File: config.mk
export PLATFORM = sky130hd
export DESIGN_NAME = sonic_v1_15_pcs_eth_10g_mac_tx_st_timing_adapter
export DESIGN_NICKNAME = d
export VERILOG_FILES = /design/src/rtl/sonic_v1_15_pcs_eth_10g_mac_tx_st_timing_adapter.sv
export SDC_FILE = /design/constraint.sdc
export NUM_CORES = 1
export LEC_CHECK = 0
export CORE_ASPECT_RATIO = 1.2
export CORE_MARGIN = 4
export CORE_UTILIZATION = 45
export CTS_CLUSTER_DIAMETER = 30
export CTS_CLUSTER_SIZE = 20
export DETAILED_ROUTE_END_ITERATION = 16
export PLACE_DENSITY = 0.77
export REMOVE_ABC_BUFFERS = 1
export SYNTH_ARGS = -nofsm -noshare
export SYNTH_HDL_FRONTEND = slang
export SYNTH_SLANG_ARGS = --single-unit
File: constraint.sdc
create_clock -name clk -period 7.6 [get_ports clk]
set_input_delay 1.14 -clock clk [delete_from_list [all_inputs] [get_ports clk]]
set_output_delay 1.14 -clock clk [all_outputs]
set_load 0.01 [all_outputs]
File: src/rtl/sonic_v1_15_pcs_eth_10g_mac_tx_st_timing_adapter.sv
// TX Avalon-ST timing adapter: ready-latency-0 source to a READY_LATENCY sink through a small FIFO.
// Optional starvation counter enabled by SONIC_TX_TA_STATS_EN.
module sonic_v1_15_pcs_eth_10g_mac_tx_st_timing_adapter #(
  parameter int unsigned DATA_WIDTH    = 72,
  parameter int unsigned FIFO_DEPTH    = 4,
  parameter int unsigned READY_LATENCY = 1
) (
  input  logic                  clk,
  input  logic                  reset_n,
  input  logic [DATA_WIDTH-1:0] in_data,
  input  logic                  in_valid,
  output logic                  in_ready,
  output logic [DATA_WIDTH-1:0] out_data,
  output logic                  out_valid,
  input  logic                  out_ready
`ifdef SONIC_TX_TA_STATS_EN
  ,
  output logic [31:0]           stat_starve_cnt
`endif
);

  localparam int unsigned PtrW = $clog2(FIFO_DEPTH);
  localparam int unsigned CntW = PtrW + 1;
  localparam logic [CntW-1:0] DepthCnt = CntW'(FIFO_DEPTH);

  logic [DATA_WIDTH-1:0] mem_q [FIFO_DEPTH];
  logic [PtrW-1:0]       wr_ptr_q, rd_ptr_q;
  logic [CntW-1:0]       count_q, count_d;
  logic                  in_ready_q;
  logic                  slot;
  logic                  push, pop;

  // Slot grant delayed by the sink's ready latency.
  if (READY_LATENCY == 0) begin : g_rl0
    assign slot = out_ready;
  end else begin : g_rl
    logic [READY_LATENCY-1:0] rdy_pipe_q;

    always_ff @(posedge clk) begin
      if (!reset_n) begin
        rdy_pipe_q <= '0;
      end else begin
        for (int i = READY_LATENCY - 1; i > 0; i--) begin
          rdy_pipe_q[i] <= rdy_pipe_q[i-1];
        end
        rdy_pipe_q[0] <= out_ready;
      end
    end

    assign slot = rdy_pipe_q[READY_LATENCY-1];
  end

  always_comb begin
    push    = in_valid & in_ready_q;
    pop     = slot & (count_q != '0);
    count_d = count_q;
    if (push && !pop) begin
      count_d = count_q + CntW'(1);
    end else if (pop && !push) begin
      count_d = count_q - CntW'(1);
    end
  end

  always_ff @(posedge clk) begin
    if (!reset_n) begin
      wr_ptr_q   <= '0;
      rd_ptr_q   <= '0;
      count_q    <= '0;
      in_ready_q <= 1'b0;
    end else begin
      if (push) begin
        wr_ptr_q <= wr_ptr_q + PtrW'(1);
      end
      if (pop) begin
        rd_ptr_q <= rd_ptr_q + PtrW'(1);
      end
      count_q    <= count_d;
      // Registered from next occupancy so upstream sees no combinational path.
      in_ready_q <= (count_d != DepthCnt);
    end
  end

  // Storage is not reset; pointers and count define what is valid.
  always_ff @(posedge clk) begin
    if (reset_n && push) begin
      mem_q[wr_ptr_q] <= in_data;
    end
  end

  assign in_ready  = in_ready_q;
  assign out_valid = pop;
  assign out_data  = mem_q[rd_ptr_q];

`ifdef SONIC_TX_TA_STATS_EN
  logic [31:0] starve_cnt_q;

  always_ff @(posedge clk) begin
    if (!reset_n) begin
      starve_cnt_q <= '0;
    end else if (slot && (count_q == '0) && (starve_cnt_q != 32'hFFFF_FFFF)) begin
      starve_cnt_q <= starve_cnt_q + 32'd1;
    end
  end

  assign stat_starve_cnt = starve_cnt_q;
`endif

endmodule
# [Word level (Yosys, flattened, before mapping)]
# Memories as Yosys holds them, arrays and structs flattened. A register that Yosys moved wholly into a read port is not among the register bits.
# Index checks and enable logic that the tools add are counted.
[classes] n_addsub=4 n_eq_ne=1 muxes=6 n_bitwise=2 n_reduce_logical=6
[ops] cell="2-to-1 mux 3 bit" n=2
[ops] cell="adder 2 x 1 -> 2 bit, second input constant" n=2
[ops] cell="2-to-1 mux 2 bit" n=2
[ops] cell="adder 3 x 1 -> 3 bit, second input constant" n=1
[ops] cell="logical AND 1 bit" n=3
[ops] cell="inequality test 3 bit, second input constant" n=1
[ops] cell="nonzero test 3 bit" n=1
[ops] cell="subtractor 3 x 1 -> 3 bit, second input constant" n=1
[ops] cell="AND 1 bit" n=2
[ops] cell="zero test 1 bit" n=2
[ops] cell="2-to-1 mux 1 bit" n=2
[totals] ff_bits=9 mem_bits_rw=288 inputBits=76 output_inout_bits=74 mem_count=1
[memory_table] name="mem_q" depth=4 word_bits=72 read_ports=1 rd_clocked_by_memory_dff=1 wr=1 line="26" source="logic [DATA_WIDTH-1:0] mem_q [FIFO_DEPTH];"

# [Longest topological paths before layout]
# Gate-level depths: netlist of run 1.
[logic_depth] word_depth=6 depth_mapped=8 ltp_nobuf=7

# [Worst setup path before layout of run 1]
# No wires, ideal clock.
[synth_timing] path_type="input-to-reg" from="input port in_valid" to="memory mem_q[0][0] (enable)" setup_ns=0.438 arrival_time_ns=3.256 required_ns=7.162 path_slack_ns=3.906 path_stages=3 n_path_buf=1 cell_sequence="and2_1 -> clkbuf_1 -> and3_1"
[synth_via] elab_chain_cells=4
[synth_lines] item="start, declared" line="11" source="input logic in_valid,"
[synth_lines] item="AND 1 bit" line="54" source="push = in_valid & in_ready_q;"
[synth_lines] item="logical AND 1 bit" line="85" source="if (reset_n && push) begin"
[synth_lines] item="2-to-1 mux 1 bit" line="85"
[synth_lines] item="2-to-1 mux 1 bit (implied by the code)" line="86" source="mem_q[wr_ptr_q] <= in_data;"
[synth_lines] item="end, declared" line="26"
# No other way between the ends.

==> impl_metrics.xml, run 1 <==
<?xml version="1.0" encoding="UTF-8"?>
<metrics>
  <group name="outcome">
    <metric name="run_status" unit="">completed</metric>
  </group>
  <group name="worst_hold_path">
    <metric name="min-delay-path-class" unit="">reg -&gt; reg</metric>
  </group>
  <group name="place">
    <metric name="placed_cell_area" unit="um^2">12750</metric>
    <metric name="buffer_ports.inserted" unit="">149</metric>
    <metric name="hpwl" unit="mm">11.57</metric>
    <metric name="gp_routability_congestion" unit="">0.7048</metric>
  </group>
  <group name="yosys">
    <metric name="synth-seq-area-share" unit="%">81.28</metric>
    <metric name="postSynthRegisterBits" unit="">299</metric>
    <metric name="cell_count_after_synthesis" unit="">435</metric>
    <metric name="synth_commonest_cells" unit="">288 x sky130_fd_sc_hd__edfxtp_1, 72 x sky130_fd_sc_hd__mux4_2, 11 x sky130_fd_sc_hd__dfxtp_1, 9 x sky130_fd_sc_hd__clkbuf_1</metric>
    <metric name="synth_top_cell_area_share" unit="%">79.26</metric>
    <metric name="synth.yosys.warnings" unit="">0</metric>
    <metric name="ys_top_cells_by_area" unit="">sky130_fd_sc_hd__edfxtp_1 79%, sky130_fd_sc_hd__mux4_2 15%, sky130_fd_sc_hd__dfxtp_1 2.0%, sky130_fd_sc_hd__ha_1 0.80%, sky130_fd_sc_hd__xnor2_1 0.48%</metric>
    <metric name="synth_edf_count" unit="">288</metric>
    <metric name="synth-async-reset-ratio" unit="%">0</metric>
    <metric name="synth.lib_cells_used.distinct" unit="">24</metric>
    <metric name="syn_area" unit="um^2">10910</metric>
    <metric name="synthMostInstantiatedCell" unit="">sky130_fd_sc_hd__edfxtp_1</metric>
    <metric name="postSynth.topFlopCell" unit="">sky130_fd_sc_hd__edfxtp_1</metric>
    <metric name="netlist.top_cell.by_area" unit="">sky130_fd_sc_hd__edfxtp_1</metric>
    <metric name="avgSynthCellArea" unit="um^2">25.08</metric>
  </group>
  <group name="clock_tree">
    <metric name="post-cts-setup-buffer-count" unit="">0</metric>
    <metric name="cts_num_sinks" unit="">299</metric>
    <metric name="cts_made_buffers" unit="">43</metric>
    <metric name="clock_insertion_delay_at_the_later_pin_of_the_skew_report" unit="ns">0.51</metric>
    <metric name="clk_transition_reported_paths" unit="ns">0.05</metric>
    <metric name="quantity_of_hold_fixing_buffers_added_after_cts" unit="">0</metric>
    <metric name="htree_levels" unit="">2</metric>
    <metric name="tritoncts" unit="">built</metric>
    <metric name="clock-root-buffer" unit="">sky130_fd_sc_hd__clkbuf_16</metric>
    <metric name="cts_max_path_buffers" unit="">3</metric>
    <metric name="cts_resized" unit="">0</metric>
  </group>
  <group name="timing">
    <metric name="finalWorstPathRequiredPeriod" unit="ns">4.378</metric>
    <metric name="finalHoldViolations" unit="">0</metric>
    <metric name="worst_slew_margin_rel" unit="%">23.99</metric>
    <metric name="timing.fmax" unit="MHz">228.4</metric>
    <metric name="transition_time_at_the_pin_with_the_least_slew_margin" unit="ns">1.140</metric>
    <metric name="worst_clock_skew" unit="ns">0.01481</metric>
    <metric name="count_of_endpoints_failing_setup_in_the_final_report" unit="">0</metric>
    <metric name="rsz0062_at_grt" unit="">no</metric>
    <metric name="maxSlewViolCount" unit="">0</metric>
    <metric name="fin_tns_setup" unit="ns">0</metric>
    <metric name="timing.final.crit_share" unit="%">57.60</metric>
  </group>
  <group name="pwr">
    <metric name="design_power_total" unit="uW">4459</metric>
    <metric name="power_density" unit="nW/um^2">315.3</metric>
    <metric name="vdd_ir_max" unit="uV">203.7</metric>
    <metric name="power.static_leakage" unit="uW">0.004467</metric>
  </group>
  <group name="critical_path">
    <metric name="critical_path.startpoint_type" unit="">flip-flop</metric>
    <metric name="critPathRequiredTime" unit="ns">6.46</metric>
    <metric name="cp_data_arrival_time" unit="ns">3.24</metric>
    <metric name="reg2reg_slack" unit="ns">5.46</metric>
    <metric name="criticalPathCategory" unit="">reg -&gt; out</metric>
    <metric name="timing.critical_path.to_type" unit="">output port</metric>
    <metric name="critical_path.max_fanout" unit="">45</metric>
  </group>
  <group name="floorplan">
    <metric name="coreArea" unit="um^2">23890</metric>
    <metric name="chipWidth" unit="um">150.2</metric>
    <metric name="initial_utilization" unit="%">45.67</metric>
    <metric name="io-pin-count" unit="">150</metric>
    <metric name="dieHeight" unit="um">178.6</metric>
    <metric name="design.die.area" unit="um^2">26810</metric>
    <metric name="site_rows" unit="">62</metric>
  </group>
  <group name="drt">
    <metric name="first_iter_violations" unit="">237</metric>
    <metric name="drtPass1Iterations" unit="">4</metric>
    <metric name="remaining_drc_errors" unit="">0</metric>
    <metric name="post_drt_wl_per_cell" unit="um">20.77</metric>
    <metric name="postRouteWirelength" unit="mm">20.05</metric>
    <metric name="detail_route.vias_per_cell" unit="">5.199</metric>
    <metric name="final_antenna_net_count" unit="">0</metric>
    <metric name="vias" unit="">5017</metric>
  </group>
  <group name="grt">
    <metric name="global_route.overflow_total" unit="">0</metric>
    <metric name="first_global_vias" unit="">5525</metric>
    <metric name="grt_first_pass_wirelength" unit="mm">31.04</metric>
    <metric name="grt_max_degree" unit="">73</metric>
    <metric name="antenna_violations_before_repair" unit="">2</metric>
    <metric name="track_usage" unit="%">15.25</metric>
  </group>
  <group name="final_layout">
    <metric name="area.growth.synth_to_final" unit="%">29.60</metric>
    <metric name="finalInstanceArea" unit="um^2">14140</metric>
    <metric name="drive_gt1_share" unit="%">23.10</metric>
    <metric name="final_nets" unit="">694</metric>
    <metric name="antennaDiodeCount" unit="">0</metric>
  </group>
  <group name="job">
    <metric name="cap_viol_max_count" unit="">0</metric>
  </group>
</metrics>
metrics by stage:
stage | cells | hold WS, ns | utilization (%) | worst slack [ns]
floorplan | 416 | 0.4764 | - | 2.726
global placement | 886 | 0.4929 | 53.37 | 3.663
detailed placement | 886 | 0.5134 | 53.37 | 3.651
CTS | 965 | 0.5203 | 59.19 | 3.099
global route | 965 | 0.5669 | 59.19 | 2.916
finish | 965 | 0.5286 | 59.19 | 3.222
critical path, cell delays in order, from the launching register on:
cell,delay (ns)
sky130_fd_sc_hd__dfxtp_4,0.70
sky130_fd_sc_hd__buf_4,0.82
sky130_fd_sc_hd__mux4_2,0.63
sky130_fd_sc_hd__clkdlybuf4s50_1,0.51
path summary, 6_finish.rpt:
path / start / to / cells after the start
setup / recovery: flip-flop / out_data[37] / 3
hold / removal: wr_ptr_q[1]$_SDFFE_PN0N_ / wr_ptr_q[1]$_SDFFE_PN0N_ / 2
setup reg to reg: in_ready$_SDFF_PN0_ / mem_q[3][65]$_DFFE_PP_ / 2
hold reg to reg: wr_ptr_q[1]$_SDFFE_PN0N_ / wr_ptr_q[1]$_SDFFE_PN0N_ / 2
kinds of logic after synthesis:
group | Yosys count | synth area share [%]
xor+xnor | 6 | 0.4816
buf+inv | 24 | 0.9746
compound gates | 6 | 0.4242
flops | 299 | 81.28
mux | 72 | 14.86
simple gates | 20 | 1.078
fa+ha+maj | 8 | 0.9058
metal layers:
| layer | GRT usage (%) | part of all wire [%] | vias to the layer above |
|---|---|---|---|
| li1 | - | - | 2211 |
| met1 | 19.77 | 40 | 2617 |
| met2 | 25.55 | 53 | 158 |
| met3 | 4.193 | 6.4 | 27 |
| met4 | 4.233 | 1.4 | 4 |
| met5 | 0 | 0.13 | - |
state kept, by name, summed over array words and instances (netlist names), named ones only:
signal           flops
in_ready             1
wr_ptr_q             2
rd_ptr_q             2
mem_q              288
g_rl.rdy_pipe_q      1
count_q              3
layout make-up:
type / instances / area, um^2
clock buffers: 49 / 1099
clock inverters: 30 / 291.5
fillers: 1735 / 9752
inverters: 5 / 18.77
multi-input cells: 112 / 1957
flip-flops and latches: 299 / 8876
well taps: 320 / 400.4
repair buffers: 150 / 1499
cells in the final DEF (no fill, tap or decap), types with 2 or more instances in the layout:
master and instances:
sky130_fd_sc_hd__and2_1 5, sky130_fd_sc_hd__and3_4 4, sky130_fd_sc_hd__bufinv_16 4, sky130_fd_sc_hd__clkbuf_1 6
sky130_fd_sc_hd__clkbuf_16 43, sky130_fd_sc_hd__clkdlybuf4s50_1 149, sky130_fd_sc_hd__clkinv_1 7, sky130_fd_sc_hd__clkinv_2 5
sky130_fd_sc_hd__clkinv_4 3, sky130_fd_sc_hd__clkinvlp_4 4, sky130_fd_sc_hd__dfxtp_1 9, sky130_fd_sc_hd__dfxtp_4 2
sky130_fd_sc_hd__edfxtp_1 288, sky130_fd_sc_hd__ha_1 7, sky130_fd_sc_hd__inv_1 5, sky130_fd_sc_hd__inv_6 6
sky130_fd_sc_hd__mux4_2 72, sky130_fd_sc_hd__nand2_1 5, sky130_fd_sc_hd__nor2_1 2, sky130_fd_sc_hd__o21ai_0 2
sky130_fd_sc_hd__xnor2_1 6
power by group:
part | total (uW) | switching (uW) | internal, uW
clock | 1870 | 682 | 1190
combinational | 624 | 268 | 356
sequential | 1970 | 51.8 | 1920
(Power assumes the default switching activity.)
==> inputs of run 2 (changes only) <==
--- a/config.mk
+++ b/config.mk
@@ -11,7 +11,7 @@
 export CTS_CLUSTER_DIAMETER = 30
 export CTS_CLUSTER_SIZE = 20
 export DETAILED_ROUTE_END_ITERATION = 16
-export PLACE_DENSITY = 0.77
+export PLACE_DENSITY = 0.79
 export REMOVE_ABC_BUFFERS = 1
 export SYNTH_ARGS = -nofsm -noshare
 export SYNTH_HDL_FRONTEND = slang
==> constraint.sdc (replaced) <==
create_clock -name clk -period 3.7 [get_ports clk]
set_input_delay 0.555 -clock clk [delete_from_list [all_inputs] [get_ports clk]]
set_output_delay 0.555 -clock clk [all_outputs]
set_load 0.01 [all_outputs]
==> impl_metrics.xml, run 2 (synthesized netlist as in run 1, its figures left out) <==
<?xml version="1.0" encoding="UTF-8"?>
<metrics>
  <group name="critical_path">
    <metric name="critical_path.n_buffers_inverters" unit="">2</metric>
    <metric name="criticalPathCategory" unit="">reg -&gt; out</metric>
    <metric name="crit_family" unit="">buffers and inverters</metric>
    <metric name="cp_slowest_stage_delay" unit="ns">0.74</metric>
    <metric name="critical_path.max_fanout" unit="">28</metric>
    <metric name="worst_path_max_delay_cell" unit="">sky130_fd_sc_hd__dfxtp_4</metric>
    <metric name="critical_path.cell_chain" unit="">buf_12 &gt; mux4_2 &gt; clkdlybuf4s50_1</metric>
    <metric name="critical_path.reg2reg.startpoint" unit="">in_ready$_SDFF_PN0_</metric>
    <metric name="timing.critical_path.to_type" unit="">output port</metric>
    <metric name="cp_data_arrival_time" unit="ns">2.63</metric>
    <metric name="critical_path.startpoint_type" unit="">flip-flop</metric>
    <metric name="reg2reg_slack" unit="ns">1.66</metric>
    <metric name="critPathRequiredTime" unit="ns">3.14</metric>
  </group>
  <group name="clock_tree">
    <metric name="tritoncts" unit="">built</metric>
    <metric name="clk_transition_reported_paths" unit="ns">0.05</metric>
    <metric name="clock_insertion_delay_at_the_later_pin_of_the_skew_report" unit="ns">0.52</metric>
    <metric name="clock-root-buffer" unit="">sky130_fd_sc_hd__clkbuf_16</metric>
    <metric name="cts_max_path_buffers" unit="">3</metric>
    <metric name="cts_num_sinks" unit="">299</metric>
    <metric name="cts_resized" unit="">0</metric>
    <metric name="htree_levels" unit="">2</metric>
    <metric name="quantity_of_hold_fixing_buffers_added_after_cts" unit="">0</metric>
    <metric name="cts_made_buffers" unit="">48</metric>
    <metric name="post-cts-setup-buffer-count" unit="">0</metric>
  </group>
  <group name="final_layout">
    <metric name="antennaDiodeCount" unit="">0</metric>
    <metric name="layout_commonest_cell" unit="">sky130_fd_sc_hd__edfxtp_1</metric>
    <metric name="area.growth.synth_to_final" unit="%">33.64</metric>
    <metric name="drive_gt1_share" unit="%">25.49</metric>
    <metric name="final_nets" unit="">706</metric>
    <metric name="most-common-layout-cells" unit="">288 x sky130_fd_sc_hd__edfxtp_1, 149 x sky130_fd_sc_hd__clkdlybuf4s50_1, 72 x sky130_fd_sc_hd__mux4_2</metric>
    <metric name="top_registers" unit="">mem_q x288, count_q x3</metric>
    <metric name="largest_register_ffs" unit="">288</metric>
    <metric name="top_register" unit="">mem_q</metric>
  </group>
  <group name="pwr">
    <metric name="internal_power" unit="uW">7732</metric>
    <metric name="sequential_power_share" unit="%">40.7</metric>
    <metric name="power.share.switching" unit="%">21.99</metric>
    <metric name="pwr-share-clk" unit="%">45.9</metric>
    <metric name="design_power_total" unit="uW">9912</metric>
    <metric name="p_comb_share" unit="%">13.3</metric>
    <metric name="vdd_ir_max" unit="uV">402.2</metric>
    <metric name="power_density" unit="nW/um^2">679.7</metric>
    <metric name="total_switching_power" unit="uW">2180</metric>
    <metric name="power.static_leakage" unit="uW">0.004669</metric>
  </group>
  <group name="drt">
    <metric name="detail_route.vias_per_cell" unit="">5.145</metric>
    <metric name="final_antenna_net_count" unit="">0</metric>
    <metric name="first_iter_violations" unit="">270</metric>
    <metric name="postRouteWirelength" unit="mm">20.87</metric>
    <metric name="vias" unit="">5058</metric>
    <metric name="remaining_drc_errors" unit="">0</metric>
    <metric name="drtPass1Iterations" unit="">4</metric>
    <metric name="post_drt_wl_per_cell" unit="um">21.23</metric>
  </group>
  <group name="worst_hold_path">
    <metric name="hold_start" unit="">wr_ptr_q[1]$_SDFFE_PN0N_</metric>
    <metric name="min-delay-path-class" unit="">reg -&gt; reg</metric>
  </group>
  <group name="timing">
    <metric name="worst_clock_skew" unit="ns">0.01584</metric>
    <metric name="whs" unit="ns">0.5274</metric>
    <metric name="rsz0062_at_grt" unit="">no</metric>
    <metric name="count_of_endpoints_failing_setup_in_the_final_report" unit="">0</metric>
    <metric name="transition_time_at_the_pin_with_the_least_slew_margin" unit="ns">0.6570</metric>
    <metric name="timing.final.crit_share" unit="%">85.97</metric>
    <metric name="maxSlewViolCount" unit="">0</metric>
    <metric name="finalHoldViolations" unit="">0</metric>
    <metric name="worst_slew_margin_rel" unit="%">56.20</metric>
    <metric name="timing.fmax" unit="MHz">314.4</metric>
    <metric name="finalWorstPathRequiredPeriod" unit="ns">3.181</metric>
  </group>
  <group name="floorplan">
    <metric name="design.die.area" unit="um^2">26810</metric>
    <metric name="io-pin-count" unit="">150</metric>
    <metric name="chipWidth" unit="um">150.2</metric>
    <metric name="coreArea" unit="um^2">23890</metric>
    <metric name="site_rows" unit="">62</metric>
    <metric name="initial_utilization" unit="%">45.67</metric>
    <metric name="dieHeight" unit="um">178.6</metric>
  </group>
  <group name="grt">
    <metric name="grt_util_met1" unit="%">18.88</metric>
    <metric name="track_usage" unit="%">15.91</metric>
    <metric name="groute.layer.met3.usage" unit="%">4.168</metric>
    <metric name="grt_max_degree" unit="">46</metric>
    <metric name="global_route.overflow_total" unit="">0</metric>
    <metric name="grt-busiest-layer" unit="">met2</metric>
    <metric name="grt_first_pass_wirelength" unit="mm">32.52</metric>
    <metric name="use_met2" unit="%">28.16</metric>
    <metric name="antenna_violations_before_repair" unit="">2</metric>
    <metric name="first_global_vias" unit="">5833</metric>
  </group>
  <group name="outcome">
    <metric name="run_status" unit="">completed</metric>
  </group>
  <group name="place">
    <metric name="buffer_ports.inserted" unit="">149</metric>
    <metric name="hpwl" unit="mm">12.59</metric>
    <metric name="gp_routability_congestion" unit="">0.7032</metric>
  </group>
  <group name="job">
    <metric name="cap_viol_max_count" unit="">0</metric>
  </group>
</metrics>
-- run 2: cell types whose count changed in the layout (fill, tap and decap cells not counted), sizes merged --
| cell | delta |
|---|---|
| buf | +7 |
| clkinv | +1 |
| inv | -1 |
| clkinvlp | +1 |
| clkbuf | +6 |
| bufinv | +4 |
-- run 2: worst reg2reg max path: stages (launching register included) --
cell and delay [ns]:
sky130_fd_sc_hd__dfxtp_1 0.37, sky130_fd_sc_hd__and2_1 0.34, sky130_fd_sc_hd__and3_4 0.66, sky130_fd_sc_hd__buf_4 0.36
-- run 2: final cells by class --
type,count,area (um^2)
fillers,1702,9310
flip-flops and latches,299,8876
multi-input cells,112,1957
repair buffers,157,1639
clock buffers,55,1270
clock inverters,35,421.7
well taps,320,400.4
inverters,5,18.77
-- run 2: worst paths after layout --
check | endpoint | depth (start not counted)
worst min-delay path | wr_ptr_q[1]$_SDFFE_PN0N_ | 2
worst max-delay path | out_data[40] | 3
worst min register to register | wr_ptr_q[1]$_SDFFE_PN0N_ | 2
worst max register to register | mem_q[0][57]$_DFFE_PP_ | 3
-- run 2: power by group through the flow --
| stage | Sequential (uW) | Clock, uW | Combinational (uW) |
|---|---|---|---|
| global placement | 4090 | 0 | 1300 |
| CTS | 4040 | 4640 | 1350 |
| floorplan | 4130 | 0 | 647 |
| finish | 4040 | 4550 | 1320 |
| global route | 4060 | 4820 | 1420 |
| detailed placement | 4110 | 0 | 1340 |
-- run 2: stage by stage --
step	utilization (%)	setup TNS, ns	instances	instance area (um^2)	setup slack [ns]
after CTS	61.03	0	983	14580	0.4265
after floorplan	-	-42.43	416	10820	-0.5893
after global placement	53.95	0	893	12890	0.9863
after detailed placement	53.95	0	893	12890	0.9588
after global routing	61.03	0	983	14580	0.3475
final	61.03	0	983	14580	0.5190
-- run 2: layer usage --
layer  up-vias  wire, um
li1       2241         -
met1      2616      7949
met2       159     11250
met3        38      1197
met4         4       428
met5         -        40
